### src/rtl/qdec_pkg.sv
// qdec_pkg: shared definitions for the quadrature decoder.
//   - step_t and the STEP_* codes: result of comparing two filtered {A,B} samples
//   - state_t: decoder FSM states (INIT while the filters prime, TRACK afterwards)
//   - decode_step(): quadrature transition lookup, (prev, cur) -> step
package qdec_pkg;

  typedef logic [1:0] step_t;

  localparam step_t STEP_NONE = 2'd0;
  localparam step_t STEP_UP   = 2'd1;
  localparam step_t STEP_DN   = 2'd2;
  localparam step_t STEP_ERR  = 2'd3;

  typedef enum logic {
    INIT  = 1'b0,
    TRACK = 1'b1
  } state_t;

  // Forward Gray sequence on {A,B} is 00 -> 10 -> 11 -> 01 -> 00.
  // Any single-bit move against that order is a reverse step; a move that
  // flips both bits cannot be resolved and is reported as an error.
  function automatic step_t decode_step(input logic [1:0] prev, input logic [1:0] cur);
    step_t step;
    case ({prev, cur})
      4'b00_10, 4'b10_11, 4'b11_01, 4'b01_00: step = STEP_UP;
      4'b00_01, 4'b01_11, 4'b11_10, 4'b10_00: step = STEP_DN;
      4'b00_00, 4'b01_01, 4'b10_10, 4'b11_11: step = STEP_NONE;
      default:                                step = STEP_ERR;
    endcase
    return step;
  endfunction

endpackage

### src/rtl/qdecoder_if.sv
// qdecoder_if: host-side register/pulse bundle of one decoder channel.
//   clrpos, latchpos, qerrclr : one-clk command pulses from the host
//   position                  : live position counter
//   posrdata                  : position snapshot taken by latchpos
//   dir, qerr, valid          : last step direction, sticky error, decoder primed
// master = host side, slave = decoder side.
interface qdecoder_if #(
  parameter int CNTWIDTH = 16
);
  logic                clrpos;
  logic                latchpos;
  logic                qerrclr;
  logic [CNTWIDTH-1:0] position;
  logic [CNTWIDTH-1:0] posrdata;
  logic                dir;
  logic                qerr;
  logic                valid;

  modport master (
    output clrpos, latchpos, qerrclr,
    input  position, posrdata, dir, qerr, valid
  );

  modport slave (
    input  clrpos, latchpos, qerrclr,
    output position, posrdata, dir, qerr, valid
  );
endinterface

### src/rtl/qdfilter.sv
// qdfilter: conditioning for one raw encoder pin.
//   clk, resetn : clock, asynchronous active-low reset
//   filterce    : sample strobe, one clk wide
//   pin_raw     : asynchronous encoder pin
//   level       : filtered level
// The pin is brought into the clk domain by a 2-flop synchronizer. Each
// filterce shifts the synchronized level into a FILTLEN-deep history; the
// filtered level only follows once the whole history agrees, so pulses
// shorter than FILTLEN samples never reach the decoder.
module qdfilter #(
  parameter int FILTLEN = 3
) (
  input  logic clk,
  input  logic resetn,
  input  logic filterce,
  input  logic pin_raw,
  output logic level
);

  logic [1:0]         sync_q, sync_d;
  logic [FILTLEN-1:0] hist_q, hist_d;
  logic               level_q, level_d;

  always_comb begin
    // NOTE: every variable gets its hold value first, so no path through the
    // block leaves it unassigned and no latch is inferred.
    sync_d  = {sync_q[0], pin_raw};
    hist_d  = hist_q;
    level_d = level_q;
    if (filterce) begin
      hist_d = {hist_q[FILTLEN-2:0], sync_q[1]};
      // Judge the history including the sample taken on this edge, so the
      // level moves on the FILTLEN-th agreeing strobe itself.
      if (&hist_d) begin
        level_d = 1'b1;
      end else if (~|hist_d) begin
        level_d = 1'b0;
      end
    end
  end

  // NOTE: state registers use non-blocking assignments so every flop samples
  // the values from before the edge, independent of statement order.
  always_ff @(posedge clk or negedge resetn) begin
    if (!resetn) begin
      sync_q  <= '0;
      hist_q  <= '0;
      level_q <= 1'b0;
    end else begin
      sync_q  <= sync_d;
      hist_q  <= hist_d;
      level_q <= level_d;
    end
  end

  assign level = level_q;

endmodule

### src/rtl/qdecoder.sv
// qdecoder: 4x quadrature decoder for one motor channel.
//   clk, resetn : clock, asynchronous active-low reset
//   filterce    : glitch-filter sample strobe
//   invphase    : reverses the count direction
//   cntena      : count enable; the decoder keeps tracking while disabled
//   quada/quadb : raw asynchronous encoder pins
//   host        : command pulses and readback (qdecoder_if, slave side)
// The decoder waits in INIT until both filters have seen FILTLEN strobes,
// then adopts the filtered {A,B} as its reference without counting and
// tracks every clk from there on.
module qdecoder
  import qdec_pkg::*;
#(
  parameter int CNTWIDTH = 16,
  parameter int FILTLEN  = 3
) (
  input  logic       clk,
  input  logic       resetn,
  input  logic       filterce,
  input  logic       invphase,
  input  logic       cntena,
  input  logic       quada,
  input  logic       quadb,
  qdecoder_if.slave  host
);

  localparam int             SCW       = $clog2(FILTLEN + 1);
  localparam logic [SCW-1:0] SAMP_FULL = SCW'(FILTLEN);

  logic                filt_a, filt_b;
  logic [1:0]          cur;
  step_t               step, eff_step;

  state_t              state_q, state_d;
  logic [SCW-1:0]      sampcnt_q, sampcnt_d;
  logic [1:0]          prev_q, prev_d;
  logic [CNTWIDTH-1:0] position_q, position_d;
  logic [CNTWIDTH-1:0] posrdata_q, posrdata_d;
  logic                dir_q, dir_d;
  logic                qerr_q, qerr_d;

  qdfilter #(.FILTLEN(FILTLEN)) u_filt_a (
    .clk      (clk),
    .resetn   (resetn),
    .filterce (filterce),
    .pin_raw  (quada),
    .level    (filt_a)
  );

  qdfilter #(.FILTLEN(FILTLEN)) u_filt_b (
    .clk      (clk),
    .resetn   (resetn),
    .filterce (filterce),
    .pin_raw  (quadb),
    .level    (filt_b)
  );

  assign cur  = {filt_a, filt_b};
  assign step = decode_step(prev_q, cur);

  // invphase swaps the meaning of the two directions; errors stay errors.
  always_comb begin
    eff_step = step;
    if (invphase) begin
      if (step == STEP_UP) begin
        eff_step = STEP_DN;
      end else if (step == STEP_DN) begin
        eff_step = STEP_UP;
      end
    end
  end

  always_comb begin
    state_d    = state_q;
    sampcnt_d  = sampcnt_q;
    prev_d     = prev_q;
    position_d = position_q;
    posrdata_d = posrdata_q;
    dir_d      = dir_q;
    qerr_d     = qerr_q;

    if (filterce && (sampcnt_q != SAMP_FULL)) begin
      sampcnt_d = sampcnt_q + SCW'(1);
    end

    // Clear first so that an error detected in the same cycle wins.
    if (host.qerrclr) begin
      qerr_d = 1'b0;
    end

    unique case (state_q)
      INIT: begin
        if (sampcnt_q == SAMP_FULL) begin
          prev_d  = cur;
          state_d = TRACK;
        end
      end
      TRACK: begin
        prev_d = cur;
        if (eff_step == STEP_ERR) begin
          qerr_d = 1'b1;
        end else if (cntena && (eff_step == STEP_UP)) begin
          position_d = position_q + CNTWIDTH'(1);
          dir_d      = 1'b1;
        end else if (cntena && (eff_step == STEP_DN)) begin
          position_d = position_q - CNTWIDTH'(1);
          dir_d      = 1'b0;
        end
      end
      default: state_d = INIT;
    endcase

    if (host.clrpos) begin
      position_d = '0;
    end

    // Snapshot the register value from before this edge's update.
    if (host.latchpos) begin
      posrdata_d = position_q;
    end
  end

  always_ff @(posedge clk or negedge resetn) begin
    if (!resetn) begin
      state_q    <= INIT;
      sampcnt_q  <= '0;
      prev_q     <= '0;
      position_q <= '0;
      posrdata_q <= '0;
      dir_q      <= 1'b0;
      qerr_q     <= 1'b0;
    end else begin
      state_q    <= state_d;
      sampcnt_q  <= sampcnt_d;
      prev_q     <= prev_d;
      position_q <= position_d;
      posrdata_q <= posrdata_d;
      dir_q      <= dir_d;
      qerr_q     <= qerr_d;
    end
  end

  assign host.position = position_q;
  assign host.posrdata = posrdata_q;
  assign host.dir      = dir_q;
  assign host.qerr     = qerr_q;
  assign host.valid    = (state_q == TRACK);

endmodule
### src/flat_wrapper.sv
// flat-port wrapper written by rule: the top's interface ports become plain ports
module qdecoder_flat import qdec_pkg::*;
#(
  parameter int CNTWIDTH = 16,
  parameter int FILTLEN  = 3
)
  (clk, resetn, filterce, invphase, cntena, quada, quadb, host_clrpos, host_latchpos, host_qerrclr, host_position, host_posrdata, host_dir, host_qerr, host_valid);
  qdecoder_if #(.CNTWIDTH(CNTWIDTH)) host_i ();
  input  logic clk;
  input  logic resetn;
  input  logic filterce;
  input  logic invphase;
  input  logic cntena;
  input  logic quada;
  input  logic quadb;
  input wire logic [$bits(host_i.clrpos)-1:0] host_clrpos;
  input wire logic [$bits(host_i.latchpos)-1:0] host_latchpos;
  input wire logic [$bits(host_i.qerrclr)-1:0] host_qerrclr;
  output wire logic [$bits(host_i.position)-1:0] host_position;
  output wire logic [$bits(host_i.posrdata)-1:0] host_posrdata;
  output wire logic [$bits(host_i.dir)-1:0] host_dir;
  output wire logic [$bits(host_i.qerr)-1:0] host_qerr;
  output wire logic [$bits(host_i.valid)-1:0] host_valid;
  assign host_i.clrpos = host_clrpos;
  assign host_i.latchpos = host_latchpos;
  assign host_i.qerrclr = host_qerrclr;
  assign host_position = host_i.position;
  assign host_posrdata = host_i.posrdata;
  assign host_dir = host_i.dir;
  assign host_qerr = host_i.qerr;
  assign host_valid = host_i.valid;
  qdecoder #(.CNTWIDTH(CNTWIDTH), .FILTLEN(FILTLEN)) u_core (.clk(clk), .resetn(resetn), .filterce(filterce), .invphase(invphase), .cntena(cntena), .quada(quada), .quadb(quadb), .host(host_i));
endmodule
### config.mk
export PLATFORM = sky130hd
export DESIGN_NAME = qdecoder_flat
export DESIGN_NICKNAME = d
export VERILOG_FILES = /design/src/rtl/qdec_pkg.sv /design/src/rtl/qdecoder_if.sv /design/src/rtl/qdfilter.sv /design/src/rtl/qdecoder.sv /design/src/flat_wrapper.sv
export SDC_FILE = /design/constraint.sdc
export NUM_CORES = 1
export LEC_CHECK = 0
export CAP_MARGIN = 20
export CORE_ASPECT_RATIO = 0.6
export CORE_MARGIN = 3
export CORE_UTILIZATION = 50
export CTS_CLUSTER_SIZE = 30
export DETAILED_ROUTE_END_ITERATION = 16
export HOLD_SLACK_MARGIN = 0.06
export PLACE_DENSITY_LB_ADDON = 0.25
export SLEW_MARGIN = 10
export SYNTH_ARGS = -nofsm -noshare
export SYNTH_HDL_FRONTEND = slang
export SYNTH_SLANG_ARGS = --single-unit
### constraint.sdc
create_clock -name clk -period 4.2 [get_ports clk]
set_input_delay 0.42 -clock clk [delete_from_list [all_inputs] [get_ports clk]]
set_output_delay 0.42 -clock clk [all_outputs]
set_load 0.02 [all_outputs]
==> qor.yml, run 1 <==
status:
  status: "completed"
timing:
  timing.final.crit_share_pct: 76.0
  finClkSkew_ns: 0.00605
  max_freq_mhz: 313
  rsz0062_at_grt: "false"
  timing_hold_violations_final: 0
  setup_viol: 0
  finalCriticalPeriod_ns: 3.19
  tightest_slew_ns: 0.873
  setup_slack_ns: 1.01
  worst_slew_margin_rel_pct: 41.6
  fin_setup_tns_ns: 0
  final_max_slew_viol_count: 0
run:
  drv_cap: 0
setup_path:
  critical-path-max-stage-delay_ns: 0.46
  path_delay_family: "compound AO/OA/AOI/OAI gates"
  cp_num_cells: 11
  critical_path_buf_inv_count: 1
  timing.critical_path.arrival_ns: 3.38
  critical_path.reg2reg.endpoint: "u_core.host.position[15]"
  minimum_setup_slack_among_reg_to_reg_paths_ns: 1.01
  worstPathMaxFanout: 19
  worst_setup_path_start_kind: "flip-flop"
  timing.critical_path.mode_cell: "sky130_fd_sc_hd__o21ai_1"
  reg2reg_depth: 11
  timing.critical_path.to_type: "flip-flop"
  setup.worst_path.start: "u_core.u_filt_a.level"
  critical_path_class: "reg -> reg"
  worstPathRequired_ns: 4.39
  r2r_start: "u_core.u_filt_a.level"
  timing.critical_path.cells: "xnor2_1 -> and3_1 -> o21ai_1 -> buf_4 -> ha_1 -> a2111oi_0 -> o21ai_1 -> a21oi_1 -> o21ai_1 -> mux2i_1 -> mux2_1"
  worst_path_max_delay_cell: "sky130_fd_sc_hd__dfrtp_1"
placement:
  numPlacedInstances: 339
  dpl_worst_slack_ns: 0.919
  port_buffer_count: 44
  globalplace.congestion: 0.868
  hpwl_um: 3810
route:
  route.vias.total: 1966
  post_drt_wl_per_cell_um: 15.6
  avgViaCountPerCell: 5.65
  first_pass_iters: 4
  wl_um: 5430
  first_iter_violations: 99
  route.detailed.drc: 0
  ant_nets: 0
grt:
  grt.overflow.total: 0
  maximum_number_of_pins_on_one_net_before_global_route_repair: 50
  globalRouteTotalUtil_pct: 19.4
  grt_antenna_before_repair: 0
  grt_pass1_wl_um: 9140
  grt_pass1_vias: 1824
yosys:
  synth_fp_nets: 268
  ys_async_sr_fraction_pct: 100
  syn_area_per_cell_um2: 10.9
  ys_dominant_reg_cell: "sky130_fd_sc_hd__dfrtp_1"
  netlist_instances: 240
  synth-edff-count: 0
  ys_ff_latch: 49
  post_synthesis_instance_area_um2: 2610
  yosys.cell_types.count: 40
  synth.yosys.warnings: 0
  synth.yosys.seq_area_share_pct: 47.0
cells_and_area:
  insertedDiodeCount: 0
  footprint_of_the_multi_input_gates_um2: 1330
  flow.area_growth_from_synthesis_pct: 22.7
  final_layout_size_suffix_gt1_share_pct: 13.0
  register_area_um2: 1230
  nNetsFinal: 312
  fillCellCount: 400
  stdcell_count: 348
power:
  ir_worst_vdd_mv: 0.377
  power_density_nw_per_um2: 776
  leakage_component_of_the_power_nw: 1.46
cts:
  clock_path_buffers: 2
  h-tree-depth: 2
  clock_sink_count: 49
  postCtsSetupBuffers: 0
  hold_buffers: 0
  clkSlewWorstSetupHoldPaths_ns: 0.09
  worstSkewPairLatency_ns: 0.31
  tritoncts: "yes"
  cts-resized-gates: 0
  cts-root-buf: "sky130_fd_sc_hd__clkbuf_8"
  cts_made_buffers: 5
floorplan:
  area_inside_the_core_boundary_um2: 4800
  die_w_um: 99.3
  effective_utilization_at_floorplan_pct: 54.3
  dieArea_um2: 6150
  num_rows: 19
  boundaryPins: 45
  die_h_um: 62.0
min_path:
  hold_path_class: "in -> async"
cells in the mapped netlist (all sizes together), types with 2 or more instances:
cell	n	area share, %
nand2	28	4.0
nand3	5	0.96
and3	2	0.48
ha	17	8.2
nand2b	2	0.58
a21oi	20	3.8
o21bai	2	0.58
mux2	24	10
dfrtp	49	47
a211oi	5	1.4
buf	3	0.82
nor2	11	1.6
nor3	3	0.58
o31ai	2	0.58
a31oi	2	0.48
xnor2	12	4.0
clkbuf	6	0.86
o311ai	2	0.67
inv	2	0.29
xor2	5	2.0
o211ai	2	0.58
nand3b	8	2.3
o21ai	9	1.7
a21o	8	2.3
worst max-delay path by stage:
stage                                          end  slack (ns)
after global placement    u_core.host.position[15]        0.97
after detailed placement  u_core.host.position[15]        0.92
after floorplan           u_core.host.position[15]        0.76
after global routing      u_core.host.position[15]        0.72
final                     u_core.host.position[15]        1.01
after CTS                 u_core.host.position[15]         1.0
power by group:
part	internal, mW	total (mW)	switching, mW
clock	0.115	0.276	0.160
sequential	0.612	0.735	0.123
combinational	0.699	1.47	0.773
total	1.43	2.48	1.06
stage by stage:
stage | cell area [µm²] | power (mW) | utilization, % | hold WS, ns
6_report | 3200 | 2.48 | 66.6 | 0.0995
5_1_grt | 3200 | 2.68 | 66.6 | 0.118
4_1_cts | 3170 | 2.49 | 66.1 | 0.335
3_5_place_dp | 3090 | 2.20 | 64.3 | 0.336
3_3_place_gp | 3090 | 2.17 | 64.3 | 0.332
2_1_floorplan | 2610 | 1.75 | - | 0.124
flip-flops by register name (all words and copies together), names as in the netlist:
name / flops
u_core.host.valid: 1
u_core.host.position: 16
u_core.u_filt_a.sync_q: 2
u_core.u_filt_b.level: 1
u_core.sampcnt_q: 2
u_core.host.posrdata: 16
u_core.u_filt_b.sync_q: 2
u_core.prev_q: 2
u_core.u_filt_a.level: 1
u_core.u_filt_b.hist_q: 2
u_core.host.dir: 1
u_core.host.qerr: 1
u_core.u_filt_a.hist_q: 2
routing by layer:
metal	routed length [µm]	share of wire, %	vias to the layer above	global-route usage [%]
li1	-	-	955	-
met1	2800	52	933	29.2
met2	2120	39	72	26.7
met3	458	8.4	6	5.35
met4	48	0.88	0	6.61
met5	0	0	-	0
cell type report:
class,instances,area share (%)
Multi-Input combinational cell,180,41.6
Sequential cell,49,38.3
Timing Repair Buffer,46,14.7
Tap cell,63,2.46
Clock buffer,5,2.15
Clock inverter,3,0.547
Inverter,2,0.235
cell usage in the layout (no fill, tap or decap), types with 3 or more instances in the layout:
master                            Yosys  final
sky130_fd_sc_hd__a211oi_1             5      5
sky130_fd_sc_hd__a21o_1               8      8
sky130_fd_sc_hd__a21oi_1             20     20
sky130_fd_sc_hd__clkbuf_8             0      5
sky130_fd_sc_hd__clkdlybuf4s50_1      0     43
sky130_fd_sc_hd__dfrtp_1             49     49
sky130_fd_sc_hd__ha_1                17     17
sky130_fd_sc_hd__mux2_2              23     23
sky130_fd_sc_hd__nand2_1             28     28
sky130_fd_sc_hd__nand3_1              5      5
sky130_fd_sc_hd__nand3b_1             8      8
sky130_fd_sc_hd__nor2_1              11     11
sky130_fd_sc_hd__nor3_1               3      3
sky130_fd_sc_hd__o21ai_0              6      6
sky130_fd_sc_hd__o21ai_1              3      3
sky130_fd_sc_hd__xnor2_1             12     12
sky130_fd_sc_hd__xor2_1               4      4
worst register-to-register path, delay by kind of cell (launching register included):
kind                     cells  cell delay, ns
AND/OR/NAND/NOR              1            0.21
buffers and inverters        1            0.21
AO/OA/AOI/OAI                5            0.98
multiplexers                 2            0.49
adder cells (fa/ha/maj)      1            0.38
flip-flops                   1            0.46
XOR/XNOR                     1            0.32
kinds of logic after synthesis:
kind of cell	share of synthesized area [%]
xor+xnor	6.00
fa+ha+maj	8.92
buf+inv	1.97
flops	47.0
compound gates	14.1
mux	10.7
simple gates	11.2
Note: power is estimated with default switching activity, not from simulation.
==> run 2, diff against run 1 <==
==> constraint.sdc (replaced) <==
create_clock -name clk -period 3 [get_ports clk]
set_input_delay 0.3 -clock clk [delete_from_list [all_inputs] [get_ports clk]]
set_output_delay 0.3 -clock clk [all_outputs]
set_load 0.02 [all_outputs]
==> qor.yml, run 2 (synthesis gave the netlist of run 1 again) <==
grt:
  grt_pass1_wl_um: 9430
  grt.overflow.total: 0
  grt_antenna_before_repair: 0
  grt_pass1_vias: 1888
  maximum_number_of_pins_on_one_net_before_global_route_repair: 37
  globalRouteTotalUtil_pct: 19.9
route:
  first_iter_violations: 116
  avgViaCountPerCell: 5.50
  ant_nets: 0
  wl_um: 6020
  route.detailed.drc: 0
  post_drt_wl_per_cell_um: 16.3
  first_pass_iters: 5
  route.vias.total: 2024
cells_and_area:
  most-common-layout-cells: "49 x sky130_fd_sc_hd__dfrtp_1, 43 x sky130_fd_sc_hd__clkdlybuf4s50_1, 28 x sky130_fd_sc_hd__nand2_1"
  layout.cells.most_common: "sky130_fd_sc_hd__dfrtp_1"
  fillCellCount: 350
  insertedDiodeCount: 0
  nNetsFinal: 332
  flow.area_growth_from_synthesis_pct: 32.9
  final_layout_size_suffix_gt1_share_pct: 23.6
  postLayoutCellArea_um2: 3470
power:
  leakage_component_of_the_power_nw: 1.57
  p_total_mw: 3.95
  ir_worst_vdd_mv: 0.613
  power_density_nw_per_um2: 1140
floorplan:
  die_w_um: 99.3
  dieArea_um2: 6150
  area_inside_the_core_boundary_um2: 4800
  effective_utilization_at_floorplan_pct: 54.3
  boundaryPins: 45
  num_rows: 19
  die_h_um: 62.0
timing:
  max_freq_mhz: 350
  finClkSkew_ns: 0.00806
  tightest_slew_ns: 0.897
  rsz0062_at_grt: "true"
  final_max_slew_viol_count: 0
  setup_viol: 0
  timing_hold_violations_final: 0
  worst_slew_margin_rel_pct: 40.0
  timing.final.crit_share_pct: 95.1
  finalCriticalPeriod_ns: 2.85
setup_path:
  r2r_start: "u_core.prev_q[0]"
  timing.critical_path.to_type: "flip-flop"
  critical_path_class: "reg -> reg"
  worstPathMaxFanout: 5
  timing.critical_path.arrival_ns: 3.05
  minimum_setup_slack_among_reg_to_reg_paths_ns: 0.15
  worstPathRequired_ns: 3.19
  worst_setup_path_start_kind: "flip-flop"
  setup.worst_path.start: "u_core.prev_q[0]"
cts:
  cts-root-buf: "sky130_fd_sc_hd__clkbuf_8"
  cts_made_buffers: 5
  clkSlewWorstSetupHoldPaths_ns: 0.09
  tritoncts: "yes"
  worstSkewPairLatency_ns: 0.30
  clock_path_buffers: 2
  h-tree-depth: 2
  clock_sink_count: 49
placement:
  globalplace.congestion: 0.884
  hpwl_um: 4060
  placedInstanceArea_um2: 3240
  port_buffer_count: 44
min_path:
  hold_path_class: "in -> async"
run:
  drv_cap: 0
status:
  status: "completed"
==> run 2: cell count changes in the layout (fill, tap and decap cells not counted), moves of 3 or more <==
cell / change
sky130_fd_sc_hd__a21oi_1: -3
sky130_fd_sc_hd__a21oi_2: +3
sky130_fd_sc_hd__ha_1: -3
sky130_fd_sc_hd__buf_4: +20
==> run 2: path summary, 6_finish.rpt <==
kind / depth (start not counted) / endpoint
max in group asynchronous: 2 / u_core.sampcnt_q[1]
worst max-delay path: 10 / u_core.host.position[15]
worst min-delay path: 1 / u_core.host.qerr
worst max register to register: 10 / u_core.host.position[15]
worst min register to register: 0 / u_core.u_filt_b.sync_q[1]
min in group clk: 0 / u_core.u_filt_b.sync_q[1]
==> run 2: per-stage QoR <==
step           instances  setup TNS, ns  hold slack [ns]  util, %  setup WS, ns
6_report             368              0           0.0752     72.2         0.146
5_1_grt              368        -0.0398            0.127     72.2       -0.0398
4_1_cts              367              0            0.101     70.3        0.0560
3_5_place_dp         358         -0.106            0.339     67.5        -0.106
3_3_place_gp         358        -0.0197            0.332     67.5       -0.0197
2_1_floorplan        240              0          0.00441        -       0.00787
==> run 2: power breakdown <==
| group | total, mW | switching (mW) | leakage, nW | internal, mW |
|---|---|---|---|---|
| Combinational | 2.42 | 1.22 | 0.869 | 1.20 |
| Clock | 0.492 | 0.221 | 0.0574 | 0.271 |
| Sequential | 1.04 | 0.180 | 0.641 | 0.857 |
| Total | 3.95 | 1.62 | 1.57 | 2.33 |
==> run 2: cell type report <==
cell class / instances / area, µm² / area share, %
clock buffers: 6 / 82.6 / 2.38
clock inverters: 2 / 37.5 / 1.08
inverters: 2 / 7.51 / 0.216
multi-input cells: 181 / 1440 / 41.6
flip-flops and latches: 49 / 1230 / 35.4
well taps: 63 / 78.8 / 2.27
repair buffers: 65 / 593 / 17.1
==> run 2: critical path, cell delays in order (launching register included) <==
cell	delay, ns
sky130_fd_sc_hd__dfrtp_1	0.43
sky130_fd_sc_hd__xnor2_2	0.29
sky130_fd_sc_hd__and3_4	0.28
sky130_fd_sc_hd__o21ai_2	0.12
sky130_fd_sc_hd__ha_1	0.28
sky130_fd_sc_hd__a2111oi_2	0.40
sky130_fd_sc_hd__o21ai_2	0.12
sky130_fd_sc_hd__a21oi_2	0.22
sky130_fd_sc_hd__o21ai_1	0.10
sky130_fd_sc_hd__mux2i_1	0.17
sky130_fd_sc_hd__mux2_1	0.33
==> run 2: timing repair <==
| item | CTS | global route |
|---|---|---|
| setup buffers | 0 | 1 |
| pin swaps | 1 | 4 |
| endpoints found under the setup margin | 1 | 6 |
| gates cloned | 1 | 0 |
| gates resized for setup | 2 | 17 |
| endpoints found under the hold margin | 0 | 0 |
| hold buffers | 0 | 0 |
==> run 2: metal layers <==
metal	vias up	GRT usage, %	wire, µm
li1	996	-	-
met1	958	31.5	3150
met2	64	26.7	2460
met3	6	4.79	353
met4	0	5.64	46
met5	-	0	0
==> run 3, diff against run 2 <==
--- a/config.mk
+++ b/config.mk
@@ -8,7 +8,7 @@
 export CAP_MARGIN = 20
 export CORE_ASPECT_RATIO = 0.6
 export CORE_MARGIN = 3
-export CORE_UTILIZATION = 50
+export CORE_UTILIZATION = 30
 export CTS_CLUSTER_SIZE = 30
 export DETAILED_ROUTE_END_ITERATION = 16
 export HOLD_SLACK_MARGIN = 0.06
==> qor.yml, run 3 (synthesis gave the netlist of run 1 again) <==
cells_and_area:
  flow.area_growth_from_synthesis_pct: 37.0
  insertedDiodeCount: 0
  stdcell_count: 417
  most-common-layout-cells: "49 x sky130_fd_sc_hd__dfrtp_1, 43 x sky130_fd_sc_hd__clkdlybuf4s50_1, 28 x sky130_fd_sc_hd__nand2_1"
  postLayoutCellArea_um2: 3570
  nNetsFinal: 337
  layout.cells.most_common: "sky130_fd_sc_hd__dfrtp_1"
  utilization_pct: 43.8
  final_layout_size_suffix_gt1_share_pct: 23.3
setup_path:
  worst_setup_path_start_kind: "flip-flop"
  timing.critical_path.to_type: "flip-flop"
  r2r_start: "u_core.prev_q[0]"
  worstPathMaxFanout: 6
  setup.worst_path.start: "u_core.prev_q[0]"
  critical_path_class: "reg -> reg"
  worstPathRequired_ns: 3.18
  timing.critical_path.arrival_ns: 3.07
floorplan:
  dieArea_um2: 9890
  area_inside_the_core_boundary_um2: 8160
  die_w_um: 126
  num_rows: 25
  boundaryPins: 45
  die_h_um: 78.2
  effective_utilization_at_floorplan_pct: 32.0
route:
  route.detailed.drc: 0
  ant_nets: 0
  first_iter_violations: 90
  first_pass_iters: 4
  post_drt_wl_per_cell_um: 15.1
  avgViaCountPerCell: 4.89
  wl_um: 6320
  route.vias.total: 2041
placement:
  globalplace.congestion: 0.824
  numPlacedInstances: 406
  placedInstanceArea_um2: 3320
  port_buffer_count: 44
  hpwl_um: 4660
timing:
  finClkSkew_ns: 0.00658
  final_max_slew_viol_count: 0
  setup_viol: 0
  worst_slew_margin_rel_pct: 38.9
  finalCriticalPeriod_ns: 2.89
  timing.final.crit_share_pct: 96.3
  rsz0062_at_grt: "true"
  tightest_slew_ns: 0.914
  timing_hold_violations_final: 0
  max_freq_mhz: 346
power:
  p_total_mw: 4.06
  leakage_component_of_the_power_nw: 1.61
  power_density_nw_per_um2: 1140
  ir_worst_vdd_mv: 0.506
run:
  drv_cap: 0
min_path:
  holdCritStartpoint: "u_core.u_filt_a.sync_q[0]"
  hold_path_class: "reg -> reg"
grt:
  grt_pass1_wl_um: 10200
  grt_pass1_vias: 1966
  grt.overflow.total: 0
  maximum_number_of_pins_on_one_net_before_global_route_repair: 26
  globalRouteTotalUtil_pct: 13.2
  grt_antenna_before_repair: 0
cts:
  clock_path_buffers: 2
  worstSkewPairLatency_ns: 0.30
  tritoncts: "yes"
  cts_made_buffers: 5
  clock_sink_count: 49
  h-tree-depth: 2
  cts-root-buf: "sky130_fd_sc_hd__clkbuf_16"
  clkSlewWorstSetupHoldPaths_ns: 0.06
status:
  status: "completed"
## run 3: through the flow
step | TNS [ns] | hold WS (ns) | setup WS, ns
4_1_cts | 0 | 0.349 | 0.0120
3_3_place_gp | 0 | 0.299 | 0.00255
6_report | 0 | 0.348 | 0.112
5_1_grt | -0.0296 | 0.367 | -0.0296
3_5_place_dp | -0.225 | 0.300 | -0.0895
2_1_floorplan | 0 | 0.00441 | 0.00787
## run 3: worst max-delay path: stages, from the launching register on
cell	delay, ns
sky130_fd_sc_hd__dfrtp_1	0.43
sky130_fd_sc_hd__xnor2_2	0.30
sky130_fd_sc_hd__and3_4	0.28
sky130_fd_sc_hd__o21ai_4	0.10
sky130_fd_sc_hd__buf_4	0.16
sky130_fd_sc_hd__buf_4	0.15
sky130_fd_sc_hd__ha_1	0.32
sky130_fd_sc_hd__a21oi_2	0.19
sky130_fd_sc_hd__nor2_1	0.07
sky130_fd_sc_hd__a211oi_1	0.18
sky130_fd_sc_hd__o21ai_1	0.11
sky130_fd_sc_hd__mux2i_1	0.17
sky130_fd_sc_hd__mux2_1	0.33
## run 3: worst paths after layout
kind | slack (ns) | depth (start not counted) | end
worst max-delay path | 0.11 | 12 | u_core.host.position[15]
worst min-delay path | 0.35 | 0 | u_core.u_filt_a.sync_q[1]
worst max register to register | 0.11 | 12 | u_core.host.position[15]
worst min register to register | 0.35 | 0 | u_core.u_filt_a.sync_q[1]
max in group asynchronous | 1.90 | 3 | u_core.host.posrdata[13]
min in group asynchronous | 0.50 | 2 | u_core.host.qerr
## run 3: area by class of cell
class | instances | area (µm²)
tap | 108 | 135
fill | 784 | 4590
inverter | 2 | 7.51
clock inverter | 2 | 35.0
clock buffer | 5 | 125
sequential | 49 | 1230
timing repair buffer | 70 | 633
multi-input combinational | 181 | 1410
## run 3: repair_timing
action,4_1_cts,5_1_grt
endpoints found under the setup margin,0,7
endpoints found under the hold margin,19,0
setup buffers,0,2
gates resized for setup,0,15
hold buffers,1,0
## run 3: power breakdown
group / internal [mW] / switching (mW)
clock: 0.387 / 0.238
sequential: 0.859 / 0.175
combinational: 1.20 / 1.21
total: 2.44 / 1.62
## run 3: per-layer routing
| metal | GRT usage [%] | wire length [µm] | vias up |
|---|---|---|---|
| met5 | 0 | 0 | - |
| met4 | 4.18 | 73 | 0 |
| met3 | 3.94 | 315 | 7 |
| met2 | 16.7 | 2430 | 43 |
| met1 | 20.7 | 3500 | 989 |
| li1 | - | - | 1002 |
